<file path="config.mk">
export PLATFORM = sky130hd
export DESIGN_NAME = scr1_dmem_mbox_flat
export DESIGN_NICKNAME = d
export VERILOG_FILES = /design/src/rtl/scr1_dmem_mbox_pkg.sv /design/src/rtl/scr1_dmem_mbox_if.sv /design/src/rtl/scr1_dmem_mbox_fifo.sv /design/src/rtl/scr1_dmem_mbox.sv /design/src/flat_wrapper.sv
export SDC_FILE = /design/constraint.sdc
export NUM_CORES = 1
export LEC_CHECK = 0
export BUFFER_PORTS_ARGS = -buffer_cell sky130_fd_sc_hd__buf_2
export CAP_MARGIN = 20
export CORE_MARGIN = 5
export CORE_UTILIZATION = 35
export DETAILED_ROUTE_END_ITERATION = 8
export HOLD_SLACK_MARGIN = 0.05
export PLACE_DENSITY = 0.62
export REMOVE_ABC_BUFFERS = 1
export SYNTH_ARGS = -nofsm -noshare
export SYNTH_HDL_FRONTEND = slang
export SYNTH_HIERARCHICAL = 1
export SYNTH_SLANG_ARGS = --single-unit
export TNS_END_PERCENT = 100
</file>
<file path="constraint.sdc">
create_clock -name clk -period 8.3 [get_ports clk]
set_input_delay 0.83 -clock clk [delete_from_list [all_inputs] [get_ports clk]]
set_output_delay 0.83 -clock clk [all_outputs]
set_load 0.01 [all_outputs]
</file>
<file path="src/rtl/scr1_dmem_mbox_pkg.sv">
// Mailbox package: memory interface types, register map and bit positions
// shared by the mailbox interface, FIFO and top level.
package scr1_mbox_pkg;

  // Data-memory bus widths and command/width/response encodings (same
  // values as the SCR1 memory interface definitions)
  localparam int SCR1_DMEM_AWIDTH = 32;
  localparam int SCR1_DMEM_DWIDTH = 32;

  typedef enum logic {
    SCR1_MEM_CMD_RD = 1'b0,
    SCR1_MEM_CMD_WR = 1'b1
  } type_scr1_mem_cmd_e;

  typedef enum logic [1:0] {
    SCR1_MEM_WIDTH_BYTE  = 2'b00,
    SCR1_MEM_WIDTH_HWORD = 2'b01,
    SCR1_MEM_WIDTH_WORD  = 2'b10
  } type_scr1_mem_width_e;

  typedef enum logic [1:0] {
    SCR1_MEM_RESP_NOTRDY = 2'b00,
    SCR1_MEM_RESP_RDY_OK = 2'b01,
    SCR1_MEM_RESP_RDY_ER = 2'b10
  } type_scr1_mem_resp_e;

  // Register byte offsets inside the mailbox window
  localparam logic [3:0] SCR1_MBOX_OFS_TXDATA = 4'h0;
  localparam logic [3:0] SCR1_MBOX_OFS_RXDATA = 4'h4;
  localparam logic [3:0] SCR1_MBOX_OFS_STATUS = 4'h8;
  localparam logic [3:0] SCR1_MBOX_OFS_CTRL   = 4'hC;

  // Register select decoded from addr[3:2]
  typedef enum logic [1:0] {
    SCR1_MBOX_REG_TXDATA = SCR1_MBOX_OFS_TXDATA[3:2],
    SCR1_MBOX_REG_RXDATA = SCR1_MBOX_OFS_RXDATA[3:2],
    SCR1_MBOX_REG_STATUS = SCR1_MBOX_OFS_STATUS[3:2],
    SCR1_MBOX_REG_CTRL   = SCR1_MBOX_OFS_CTRL[3:2]
  } type_scr1_mbox_reg_e;

  // STATUS bit positions
  localparam int SCR1_MBOX_STATUS_TX_FULL  = 0;
  localparam int SCR1_MBOX_STATUS_TX_EMPTY = 1;
  localparam int SCR1_MBOX_STATUS_RX_FULL  = 2;
  localparam int SCR1_MBOX_STATUS_RX_EMPTY = 3;
  localparam int SCR1_MBOX_STATUS_TX_CNT   = 8;
  localparam int SCR1_MBOX_STATUS_RX_CNT   = 16;

  // CTRL bit positions
  localparam int SCR1_MBOX_CTRL_FLUSH_TX = 0;
  localparam int SCR1_MBOX_CTRL_FLUSH_RX = 1;
  localparam int SCR1_MBOX_CTRL_IRQ_EN   = 2;

  // Map a byte address onto the register it selects
  function automatic type_scr1_mbox_reg_e scr1_mbox_decode(input logic [3:0] addr);
    return type_scr1_mbox_reg_e'(addr[3:2]);
  endfunction

endpackage

</file>
<file path="src/rtl/scr1_dmem_mbox_if.sv">
// Data-memory request/response bundle between the router port (master)
// and the mailbox (slave).
interface scr1_dmem_mbox_if;
  import scr1_mbox_pkg::*;

  logic                        dmem_req_ack;
  logic                        dmem_req;
  type_scr1_mem_cmd_e          dmem_cmd;
  type_scr1_mem_width_e        dmem_width;
  logic [SCR1_DMEM_AWIDTH-1:0] dmem_addr;
  logic [SCR1_DMEM_DWIDTH-1:0] dmem_wdata;
  logic [SCR1_DMEM_DWIDTH-1:0] dmem_rdata;
  type_scr1_mem_resp_e         dmem_resp;

  modport master (
    input  dmem_req_ack, dmem_rdata, dmem_resp,
    output dmem_req, dmem_cmd, dmem_width, dmem_addr, dmem_wdata
  );

  modport slave (
    output dmem_req_ack, dmem_rdata, dmem_resp,
    input  dmem_req, dmem_cmd, dmem_width, dmem_addr, dmem_wdata
  );

endinterface

</file>
<file path="src/rtl/scr1_dmem_mbox_fifo.sv">
// Synchronous circular FIFO used for both mailbox directions.
// Flush has priority over any push/pop in the same cycle.
module scr1_mbox_fifo #(
  parameter int DEPTH  = 8,
  parameter int CNT_W  = $clog2(DEPTH) + 1,
  parameter int DATA_W = 32
) (
  input  logic              clk,
  input  logic              rst_n,
  input  logic              push_i,
  input  logic              pop_i,
  input  logic              flush_i,
  input  logic [DATA_W-1:0] wdata_i,
  output logic [DATA_W-1:0] rdata_o,
  output logic              full_o,
  output logic              empty_o,
  output logic [CNT_W-1:0]  count_o
);

  localparam int PTR_W = $clog2(DEPTH);

  logic [DATA_W-1:0] mem_q [DEPTH];
  logic [PTR_W-1:0]  wrPtr_q;
  logic [PTR_W-1:0]  rdPtr_q;
  logic [CNT_W-1:0]  count_q;
  logic              doPush;
  logic              doPop;

  assign full_o  = (count_q == CNT_W'(DEPTH));
  assign empty_o = (count_q == '0);
  assign count_o = count_q;
  assign rdata_o = mem_q[rdPtr_q];

  assign doPush = push_i & ~full_o & ~flush_i;
  assign doPop  = pop_i & ~empty_o & ~flush_i;

  // Storage array: written at the tail on every accepted push
  always_ff @(posedge clk) begin
    if (doPush) begin
      mem_q[wrPtr_q] <= wdata_i;
    end
  end

  // Pointers and occupancy; pointers wrap naturally at DEPTH
  always_ff @(posedge clk or negedge rst_n) begin
    if (!rst_n) begin
      wrPtr_q <= '0;
      rdPtr_q <= '0;
      count_q <= '0;
    end else if (flush_i) begin
      wrPtr_q <= '0;
      rdPtr_q <= '0;
      count_q <= '0;
    end else begin
      if (doPush) begin
        wrPtr_q <= wrPtr_q + 1'b1;
      end
      if (doPop) begin
        rdPtr_q <= rdPtr_q + 1'b1;
      end
      case ({doPush, doPop})
        2'b10:   count_q <= count_q + 1'b1;
        2'b01:   count_q <= count_q - 1'b1;
        default: count_q <= count_q;
      endcase
    end
  end

endmodule

</file>
<file path="src/rtl/scr1_dmem_mbox.sv">
// Memory-mapped mailbox slave: core writes TXDATA to feed an accelerator
// stream and reads RXDATA to collect its results. One registered response
// stage gives a fixed one-cycle response latency with back-to-back accepts.
// Optional feature macro: SCR1_MBOX_IRQ_EN (registered RX-not-empty irq).
module scr1_dmem_mbox
  import scr1_mbox_pkg::*;
#(
  parameter int MBOX_DEPTH = 8,
  parameter int MBOX_CNT_W = $clog2(MBOX_DEPTH) + 1
) (
  input  logic                  clk,
  input  logic                  rst_n,
  scr1_dmem_mbox_if.slave       dmem,
  output logic                  tx_vld_o,
  input  logic                  tx_rdy_i,
  output logic [31:0]           tx_data_o,
  input  logic                  rx_vld_i,
  output logic                  rx_rdy_o,
  input  logic [31:0]           rx_data_i,
  output logic                  irq_o
);

  logic                        txFull, txEmpty, rxFull, rxEmpty;
  logic [MBOX_CNT_W-1:0]       txCount, rxCount;
  logic [31:0]                 rxHead;
  logic                        txPush, txPop, rxPush, rxPop;
  logic                        flushTx, flushRx;
  logic                        reqErr;
  logic                        isWr;
  type_scr1_mbox_reg_e         regSel;
  logic [31:0]                 statusWord;
  logic [31:0]                 ctrlWord;
  logic [SCR1_DMEM_DWIDTH-1:0] rdata_d, rdata_q;
  logic                        respVld_q, respErr_q;
  logic                        irqEn_d, irqEn_q;
  logic                        unusedAddr;

  assign unusedAddr = ^dmem.dmem_addr[SCR1_DMEM_AWIDTH-1:4];

  assign isWr   = (dmem.dmem_cmd == SCR1_MEM_CMD_WR);
  assign regSel = scr1_mbox_decode(dmem.dmem_addr[3:0]);

  assign statusWord = (32'(txFull)  << SCR1_MBOX_STATUS_TX_FULL)
                    | (32'(txEmpty) << SCR1_MBOX_STATUS_TX_EMPTY)
                    | (32'(rxFull)  << SCR1_MBOX_STATUS_RX_FULL)
                    | (32'(rxEmpty) << SCR1_MBOX_STATUS_RX_EMPTY)
                    | (32'(8'(txCount)) << SCR1_MBOX_STATUS_TX_CNT)
                    | (32'(8'(rxCount)) << SCR1_MBOX_STATUS_RX_CNT);
  assign ctrlWord   = 32'(irqEn_q) << SCR1_MBOX_CTRL_IRQ_EN;

  // Decode the request against FIFO state of this cycle: errors, side
  // effects and the read data for next cycle's response
  always_comb begin
    reqErr  = 1'b0;
    rdata_d = '0;
    txPush  = 1'b0;
    rxPop   = 1'b0;
    flushTx = 1'b0;
    flushRx = 1'b0;
    irqEn_d = irqEn_q;
    if (dmem.dmem_req) begin
      if ((dmem.dmem_width != SCR1_MEM_WIDTH_WORD) || (dmem.dmem_addr[1:0] != 2'b00)) begin
        reqErr = 1'b1;
      end else begin
        case (regSel)
          SCR1_MBOX_REG_TXDATA: begin
            if (!isWr || txFull) reqErr = 1'b1;
            else                 txPush = 1'b1;
          end
          SCR1_MBOX_REG_RXDATA: begin
            if (isWr || rxEmpty) begin
              reqErr = 1'b1;
            end else begin
              rxPop   = 1'b1;
              rdata_d = rxHead;
            end
          end
          SCR1_MBOX_REG_STATUS: begin
            if (isWr) reqErr  = 1'b1;
            else      rdata_d = statusWord;
          end
          SCR1_MBOX_REG_CTRL: begin
            if (isWr) begin
              flushTx = dmem.dmem_wdata[SCR1_MBOX_CTRL_FLUSH_TX];
              flushRx = dmem.dmem_wdata[SCR1_MBOX_CTRL_FLUSH_RX];
              irqEn_d = dmem.dmem_wdata[SCR1_MBOX_CTRL_IRQ_EN];
            end else begin
              rdata_d = ctrlWord;
            end
          end
        endcase
      end
    end
  end

  // Response stage and the irq enable bit; reset drops any pending response
  always_ff @(posedge clk or negedge rst_n) begin
    if (!rst_n) begin
      respVld_q <= 1'b0;
      respErr_q <= 1'b0;
      rdata_q   <= '0;
      irqEn_q   <= 1'b0;
    end else begin
      respVld_q <= dmem.dmem_req;
      respErr_q <= reqErr;
      rdata_q   <= rdata_d;
      irqEn_q   <= irqEn_d;
    end
  end

  assign dmem.dmem_req_ack = 1'b1;
  assign dmem.dmem_rdata   = rdata_q;
  assign dmem.dmem_resp    = !respVld_q ? SCR1_MEM_RESP_NOTRDY :
                             respErr_q  ? SCR1_MEM_RESP_RDY_ER : SCR1_MEM_RESP_RDY_OK;

  assign tx_vld_o = ~txEmpty;
  assign txPop    = ~txEmpty & tx_rdy_i;
  assign rx_rdy_o = ~rxFull;
  assign rxPush   = rx_vld_i & ~rxFull;

  scr1_mbox_fifo #(
    .DEPTH  (MBOX_DEPTH),
    .CNT_W  (MBOX_CNT_W),
    .DATA_W (32)
  ) txFifo (
    .clk     (clk),
    .rst_n   (rst_n),
    .push_i  (txPush),
    .pop_i   (txPop),
    .flush_i (flushTx),
    .wdata_i (dmem.dmem_wdata),
    .rdata_o (tx_data_o),
    .full_o  (txFull),
    .empty_o (txEmpty),
    .count_o (txCount)
  );

  scr1_mbox_fifo #(
    .DEPTH  (MBOX_DEPTH),
    .CNT_W  (MBOX_CNT_W),
    .DATA_W (32)
  ) rxFifo (
    .clk     (clk),
    .rst_n   (rst_n),
    .push_i  (rxPush),
    .pop_i   (rxPop),
    .flush_i (flushRx),
    .wdata_i (rx_data_i),
    .rdata_o (rxHead),
    .full_o  (rxFull),
    .empty_o (rxEmpty),
    .count_o (rxCount)
  );

`ifdef SCR1_MBOX_IRQ_EN
  logic irq_q;

  // Interrupt raised one cycle after RX holds data while irq is enabled
  always_ff @(posedge clk or negedge rst_n) begin
    if (!rst_n) irq_q <= 1'b0;
    else        irq_q <= irqEn_q & ~rxEmpty;
  end

  assign irq_o = irq_q;
`else
  assign irq_o = 1'b0;
`endif

`ifdef SCR1_TRGT_SIMULATION
  // Request qualifiers must be known whenever a request is presented
  assert property (@(posedge clk) disable iff (!rst_n)
    dmem.dmem_req |-> !$isunknown({dmem.dmem_cmd, dmem.dmem_width, dmem.dmem_addr[3:0]}));
`endif

endmodule

</file>
<file path="src/flat_wrapper.sv">
// flat-port wrapper written by rule: the top's interface ports become plain ports
module scr1_dmem_mbox_flat import scr1_mbox_pkg::*;
#(
  parameter int MBOX_DEPTH = 8,
  parameter int MBOX_CNT_W = $clog2(MBOX_DEPTH) + 1
)
  (clk, rst_n, tx_vld_o, tx_rdy_i, tx_data_o, rx_vld_i, rx_rdy_o, rx_data_i, irq_o, dmem_dmem_req_ack, dmem_dmem_rdata, dmem_dmem_resp, dmem_dmem_req, dmem_dmem_cmd, dmem_dmem_width, dmem_dmem_addr, dmem_dmem_wdata);
  scr1_dmem_mbox_if dmem_i ();
  input  logic clk;
  input  logic rst_n;
  output logic tx_vld_o;
  input  logic tx_rdy_i;
  output logic [31:0] tx_data_o;
  input  logic rx_vld_i;
  output logic rx_rdy_o;
  input  logic [31:0] rx_data_i;
  output logic irq_o;
  output wire logic [$bits(dmem_i.dmem_req_ack)-1:0] dmem_dmem_req_ack;
  output wire logic [$bits(dmem_i.dmem_rdata)-1:0] dmem_dmem_rdata;
  output wire logic [$bits(dmem_i.dmem_resp)-1:0] dmem_dmem_resp;
  input wire logic [$bits(dmem_i.dmem_req)-1:0] dmem_dmem_req;
  input wire logic [$bits(dmem_i.dmem_cmd)-1:0] dmem_dmem_cmd;
  input wire logic [$bits(dmem_i.dmem_width)-1:0] dmem_dmem_width;
  input wire logic [$bits(dmem_i.dmem_addr)-1:0] dmem_dmem_addr;
  input wire logic [$bits(dmem_i.dmem_wdata)-1:0] dmem_dmem_wdata;
  assign dmem_dmem_req_ack = dmem_i.dmem_req_ack;
  assign dmem_dmem_rdata = dmem_i.dmem_rdata;
  assign dmem_dmem_resp = dmem_i.dmem_resp;
  assign dmem_i.dmem_req = dmem_dmem_req;
  assign dmem_i.dmem_cmd = dmem_dmem_cmd;
  assign dmem_i.dmem_width = dmem_dmem_width;
  assign dmem_i.dmem_addr = dmem_dmem_addr;
  assign dmem_i.dmem_wdata = dmem_dmem_wdata;
  scr1_dmem_mbox #(.MBOX_DEPTH(MBOX_DEPTH), .MBOX_CNT_W(MBOX_CNT_W)) u_core (.clk(clk), .rst_n(rst_n), .dmem(dmem_i), .tx_vld_o(tx_vld_o), .tx_rdy_i(tx_rdy_i), .tx_data_o(tx_data_o), .rx_vld_i(rx_vld_i), .rx_rdy_o(rx_rdy_o), .rx_data_i(rx_data_i), .irq_o(irq_o));
endmodule
</file>
# == Yosys cells after proc, flatten, opt, wreduce, memory -nomap -nowiden ==
# Memories as Yosys holds them, arrays and structs flattened.
# Index checks and enable logic that the tools add are counted.
# word_totals
reg_bits,55
mem_bits_rw,512
input_bits,104
output_inout_bits,70
wordCells,113
n_memories,2
# classes
add_sub_neg,8
eq_ne,10
n_mux,46
bitwise_logic,22
reduce_logical,15
# memory_table
memory,words,word_bits,rd,rd_ports_with_merged_regs,write_ports,line,rtl
u_core.rxFifo.mem_q,8,32,1,0,1,scr1_dmem_mbox_fifo.sv:22,logic [DATA_W-1:0] mem_q [DEPTH];
u_core.txFifo.mem_q,8,32,1,0,1,scr1_dmem_mbox_fifo.sv:22,
# ops
op,n
$mux 32,4
$pmux 32 s3,1
$or 32x12->32,1
$or 32x20->32,1
$or 32x3->32,1
$or 32x4->32,1
$mux 3,9
$mux 1,25
$pmux 4 s2,2
$add 3x1->3 const B,4
$and 1x1->1,10
$reduce_bool 2->1,5
$add 4x1->4 const B,2
$eq 2x2->1 const B,4
$eq 4x4->1 const B,2
$logic_not 4->1,2
$mux 4,2
$sub 4x1->4 const B,2
$not 1->1,7
$eq 2x1->1 const B,3
$reduce_bool 3->1,2
$mux 2,2
$reduce_and 4->1,1
$logic_or 1x1->1,3
5 further kinds,5

# == Logic depth before layout (Yosys ltp) ==
# logic_depth
word_depth,11
mapped_depth,14
depth_no_buf,11

# == By module ==
# Netlist, hierarchy kept.
# by_module_without_submodules
module,instances,cells_per_inst,area_each_um2,seq_area_each_um2
scr1_mbox_fifo,2,448,10269.8,7937.6
scr1_dmem_mbox,1,117,1455.1,875.8

# == Least setup slack after synthesis ==
# OpenSTA, ideal clock, no wires.
# synth_path
path_type,input -> register
start,in dmem_dmem_width[0]
end,"mem u_core.txFifo.mem_q[0][0], enable pin"
setup_time_ns,0.461
t_arrival_ns,4.345
t_required_ns,7.839
slack_ns,3.494
stages,7
n_path_buf,1
path_cell_list,nor4b_4 nand2_1 nor4_1 clkbuf_1 and3b_1 nand2b_1 nor3_1
# synth_between
elab_chain_len,8
elab_cells_between_ends,11
cone_classes,eq/ne (1); mux (6); bitwise (3); reduce/logical (1)
# synth_rtl
item,line,rtl
from (decl),flat_wrapper.sv:23,input wire logic [$bits(dmem_i.dmem_width)-1:0] dmem_dmem_width;
$ne 2x2->1,scr1_dmem_mbox.sv:62,if ((dmem.dmem_width != SCR1_MEM_WIDTH_WORD) || (dmem.dmem_addr[1:0] != 2'b00)) begin
$logic_or 1x1->1,scr1_dmem_mbox.sv:62,
$mux 1,scr1_dmem_mbox.sv:62,
$mux 1,scr1_dmem_mbox.sv:61,if (dmem.dmem_req) begin
named net u_core.txPush,scr1_dmem_mbox.sv:26,"logic txPush, txPop, rxPush, rxPop;"
$and 1x1->1 (2 in a row),scr1_dmem_mbox_fifo.sv:34,assign doPush = push_i & ~full_o & ~flush_i;
$mux 1,scr1_dmem_mbox_fifo.sv:39,if (doPush) begin
$mux 1 (implied by the code),scr1_dmem_mbox_fifo.sv:40,mem_q[wrPtr_q] <= wdata_i;
to (decl),scr1_dmem_mbox_fifo.sv:22,
# The timed path passes the listed nets, and every way through them passes these cells.

# == Final worst setup path ==
# layout_path
start,"reg u_core.rxFifo.count_q[1], in the netlist u_core/rxFifo/count_o[1]"
end,"reg u_core.rxFifo.count_q[3], in the netlist u_core/rxFifo/count_o[3]"
# layout_between
elab_chain_len,11
elab_cells_between_ends,21
cone_classes,add/sub (2); eq/ne (3); mux (6); bitwise (7); reduce/logical (3)
# layout_rtl
item,line,rtl
from (decl),scr1_dmem_mbox_fifo.sv:25,logic [CNT_W-1:0] count_q;
from (signal assigned),scr1_dmem_mbox_fifo.sv:62,2'b10: count_q <= count_q + 1'b1;
from (signal assigned),scr1_dmem_mbox_fifo.sv:63,2'b01: count_q <= count_q - 1'b1;
from (signal assigned),scr1_dmem_mbox_fifo.sv:64,default: count_q <= count_q;
$logic_not 4->1 (*),scr1_dmem_mbox_fifo.sv:30,assign empty_o = (count_q == '0);
named net u_core.rxEmpty,scr1_dmem_mbox.sv:23,"logic txFull, txEmpty, rxFull, rxEmpty;"
$logic_or 1x1->1,scr1_dmem_mbox.sv:71,if (isWr || rxEmpty) begin
$mux 1,scr1_dmem_mbox.sv:71,
$mux 1,scr1_dmem_mbox.sv:65,case (regSel)
$mux 1,scr1_dmem_mbox.sv:62,
$mux 1,scr1_dmem_mbox.sv:61,
$and 1x1->1 (*) (2 in a row),scr1_dmem_mbox_fifo.sv:35,assign doPop = pop_i & ~empty_o & ~flush_i;
$eq 2x1->1 / $eq 2x2->1 (equally long branches),scr1_dmem_mbox_fifo.sv:61,"case ({doPush, doPop})"
$pmux 4 s2,scr1_dmem_mbox_fifo.sv:61,
$mux 4,scr1_dmem_mbox_fifo.sv:50,end else if (flush_i) begin
# Mark *: on every way through the listed nets, which the timed path passes. The rest lies on a longest branch.
# A chain may end at the register's enable or synchronous reset.

==> metrics.md <==
| Metric | Value |
|---|---|
| Distinct cells, synth | 47 |
| Slew Viols, Final | 0 |
| Worst-case reg-to-reg path depth | 11 |
| Setup CP Type | reg2reg |
| CP Launch Type | register |
| DR vias | 10,176 |
| Tcrit/Tclk final | 0.515 |
| GR Layer Usage met2 | 0.224 |
| Most common cell after layout, fill and taps aside | edfxtp_1 |
| Min-delay worst type | in2async |
| Post-cts repair resize count | 0 |
| Final-report hold violation count | 0 |
| Std cell rows | 92 |
| # clock sinks | 567 |
| Hold Buf Count CTS | 0 |
| RSZ-0062 raised after global routing | no |
| Core area | 0.0626 mm^2 |
| Bufs and invs on worst path | 0 |
| Vias per cell | 4.88 |
| Worst path required time | 8790 ps |
| CP Capture Type | register |
| Clock buffer depth | 3 |
| Initial antenna violation count | 12 |
| EDFF count, synth | 512 |
| Storage element area | 0.0168 mm^2 |
| H-tree levels | 2 |
| Syn Inst Count | 1,013 |
| DRT Wirelength | 44,700 um |
| Clock Latency Late Sink | 600 ps |
| Status | finished, final reports clean |
| Slew @ Worst Pin | 1060 ps |
| Placer Congestion | 0.708 |
| Main flop type after synthesis | edfxtp_1 |
| Setup WS post-layout | 4020 ps |
| Finish-stage setup viols | 0 |
| Worst Setup Slack post-DPL | 3680 ps |
| Routed WL per cell | 21.4 um |
| IO Pins | 174 |
| Fin crit period | 4280 ps |
| Fin Setup TNS | 0 ps |
| First-pass DRT Iterations | 4 |
| Clk root buf | clkbuf_16 |
| Port bufs | 143 |
| Post-synthesis async set-or-reset flop share | 0.0970 |
| Power, Total | 7440 uW |
| CTS tree | done |
| Synth Area per Inst | 21.7 um^2 |
| Yosys reg bits | 567 |
| VDD IR max | 0.000176 V |
| Final ANT Viol Nets | 0 |
| Seq/Total Area, Yosys | 0.762 |
| Layout cells sized above 1 | 0.392 |
| Power per cell area | 290 mW/mm^2 |
| Cell Area, Synth | 0.0220 mm^2 |
| Slew HR | 0.295 |
| Initial DRC count | 591 |
| Met1 Track Usage GR | 0.169 |
| Worst r2r src | u_core/rxFifo/count_o[1] |
| Max-Cap Viols | 0 |
| Synth warn | 6 |
| Met3 Usage GRT | 0.0388 |
| Nets | 1,299 |
| First-pass GRT wire length | 68,300 um |
| Most Crowded Layer GR | met2 |
| Gr ovfl total | 0 |
| Post-route DRC | 0 |
| Worst Path Max Fanout | 24 |
| P_leak | 0.00850 uW |
| Die Y | 261 um |
| GR Util All Layers | 0.132 |
| Commonest cells after routing, fill and taps aside | 512 x edfxtp_1, 143 x buf_2, 128 x mux4_2 |
| Worst R2R Setup Slack | 4020 ps |
| Layout area overhead | 16.5% |
| Area taken by multi-input logic gates | 0.00507 mm^2 |
| R2R Path End | u_core/rxFifo/count_o[3] |
| CTS clk-pin slew, worst paths | 60 ps |
| Max incr delay on CP | 860 ps |
| Die Wd | 261 um |
| Skew final | 20.8 ps |
| Vias in the first global route | 10,883 |
| F_max | 0.234 GHz |
| Initial Util | 0.351 |
| Slowest cell on crit path | nor4b_2 |
| Crit path cell chain | nor4_1, nor4b_2, and3_4, o41ai_2, a21oi_2, nor2b_1, ha_1, a21oi_1, nand2_1, or4b_1, o311ai_1 |
| Setup bufs post-CTS | 0 |
| # fillers | 5,587 |
| CP delay by family, top | simple AND/OR/NAND/NOR gates |
| Post-detail-place hpwl | 25,400 um |
| Crit path DAT | 4760 ps |
| Full die area | 0.0680 mm^2 |
| Largest net degree at the start of global routing | 67 |
| TritonCTS Buffers | 56 |
worst max-delay path by stage:
stage	from	end	slack (ps)	depth (start not counted)
CTS	u_core/rxFifo/count_o[1]	u_core/rxFifo/count_o[3]	3980	11
global route	u_core/rxFifo/count_o[1]	u_core/rxFifo/count_o[3]	3610	11
finish	u_core/rxFifo/count_o[1]	u_core/rxFifo/count_o[3]	4020	11
floorplan	dmem_dmem_width[0]	u_core/txFifo/mem_q[0][0]	3120	6
global placement	dmem_dmem_addr[3]	u_core/rxFifo/count_o[3]	3690	11
detailed placement	dmem_dmem_addr[3]	u_core/rxFifo/count_o[3]	3680	11
through the flow:
| stage | utilization | instance area, um^2 | hold WS, ps | instances |
|---|---|---|---|---|
| 2_1_floorplan | - | 21700 | 475 | 961 |
| 3_3_place_gp | 0.380 | 23800 | 513 | 1973 |
| 3_5_place_dp | 0.380 | 23800 | 513 | 1973 |
| 4_1_cts | 0.409 | 25600 | 436 | 2077 |
| 5_1_grt | 0.409 | 25600 | 447 | 2078 |
| 6_report | 0.409 | 25600 | 393 | 2085 |
cell usage after synthesis, types with 7 or more instances:
cell	n	area, um^2
nor2_1	43	161
mux4_2	128	2880
a21oi_1	7	35.0
buf_2	16	80.1
edfxtp_1	512	15400
clkbuf_1	26	97.6
ha_1	8	100
mux2i_1	8	80.1
nor3_1	8	40.0
and2_2	11	82.6
dfrtp_1	55	1380
and2_1	11	68.8
nand2b_1	10	62.6
nand3_1	8	40.0
nand2_1	11	41.3
inv_1	7	26.3
a22oi_1	10	75.1
mux2_2	66	743
cell families after synthesis:
logic type | after synthesis | share of synthesized area
AOI/OAI and AO/OA | 36 | 0.0130
xor gates and xnor gates | 12 | 0.00478
adders and majority gates | 10 | 0.00637
buffers and inverters | 59 | 0.0128
DFF | 567 | 0.762
muxes | 202 | 0.168
other | 2 | 0.000341
and+or+nand+nor | 125 | 0.0326
flip-flops by register name, indices dropped and copies added (netlist names):
name,cells
u_core/rxFifo/mem_q,256
u_core/txFifo/mem_q,256
u_core/dmem.dmem_rdata,32
u_core/rxFifo/count_o,4
u_core/txFifo/count_o,4
u_core/rxFifo/rdPtr_q,3
u_core/rxFifo/wrPtr_q,3
u_core/txFifo/rdPtr_q,3
u_core/txFifo/wrPtr_q,3
u_core/irqEn_q,1
u_core/respErr_q,1
u_core/respVld_q,1
where the power goes:
| group | internal [uW] | switching [uW] |
|---|---|---|
| registers | 3350 | 202 |
| clock network | 1430 | 1020 |
| logic | 736 | 697 |
| total | 5520 | 1920 |
routing by layer:
layer	routed length, um	up-vias
li1	-	4500
met3	3140	77
met2	22200	233
met4	874	6
met5	39	-
met1	18400	5360
layout make-up:
type / count / area share
clock buffer: 82 / 0.0609
sequential: 567 / 0.654
antenna: 8 / 0.000782
tap: 846 / 0.0413
clock inverter: 22 / 0.00889
timing repair buffer: 166 / 0.0347
inverter: 7 / 0.00103
multi-input combinational: 387 / 0.198
Power figures use the tool's default switching activity.
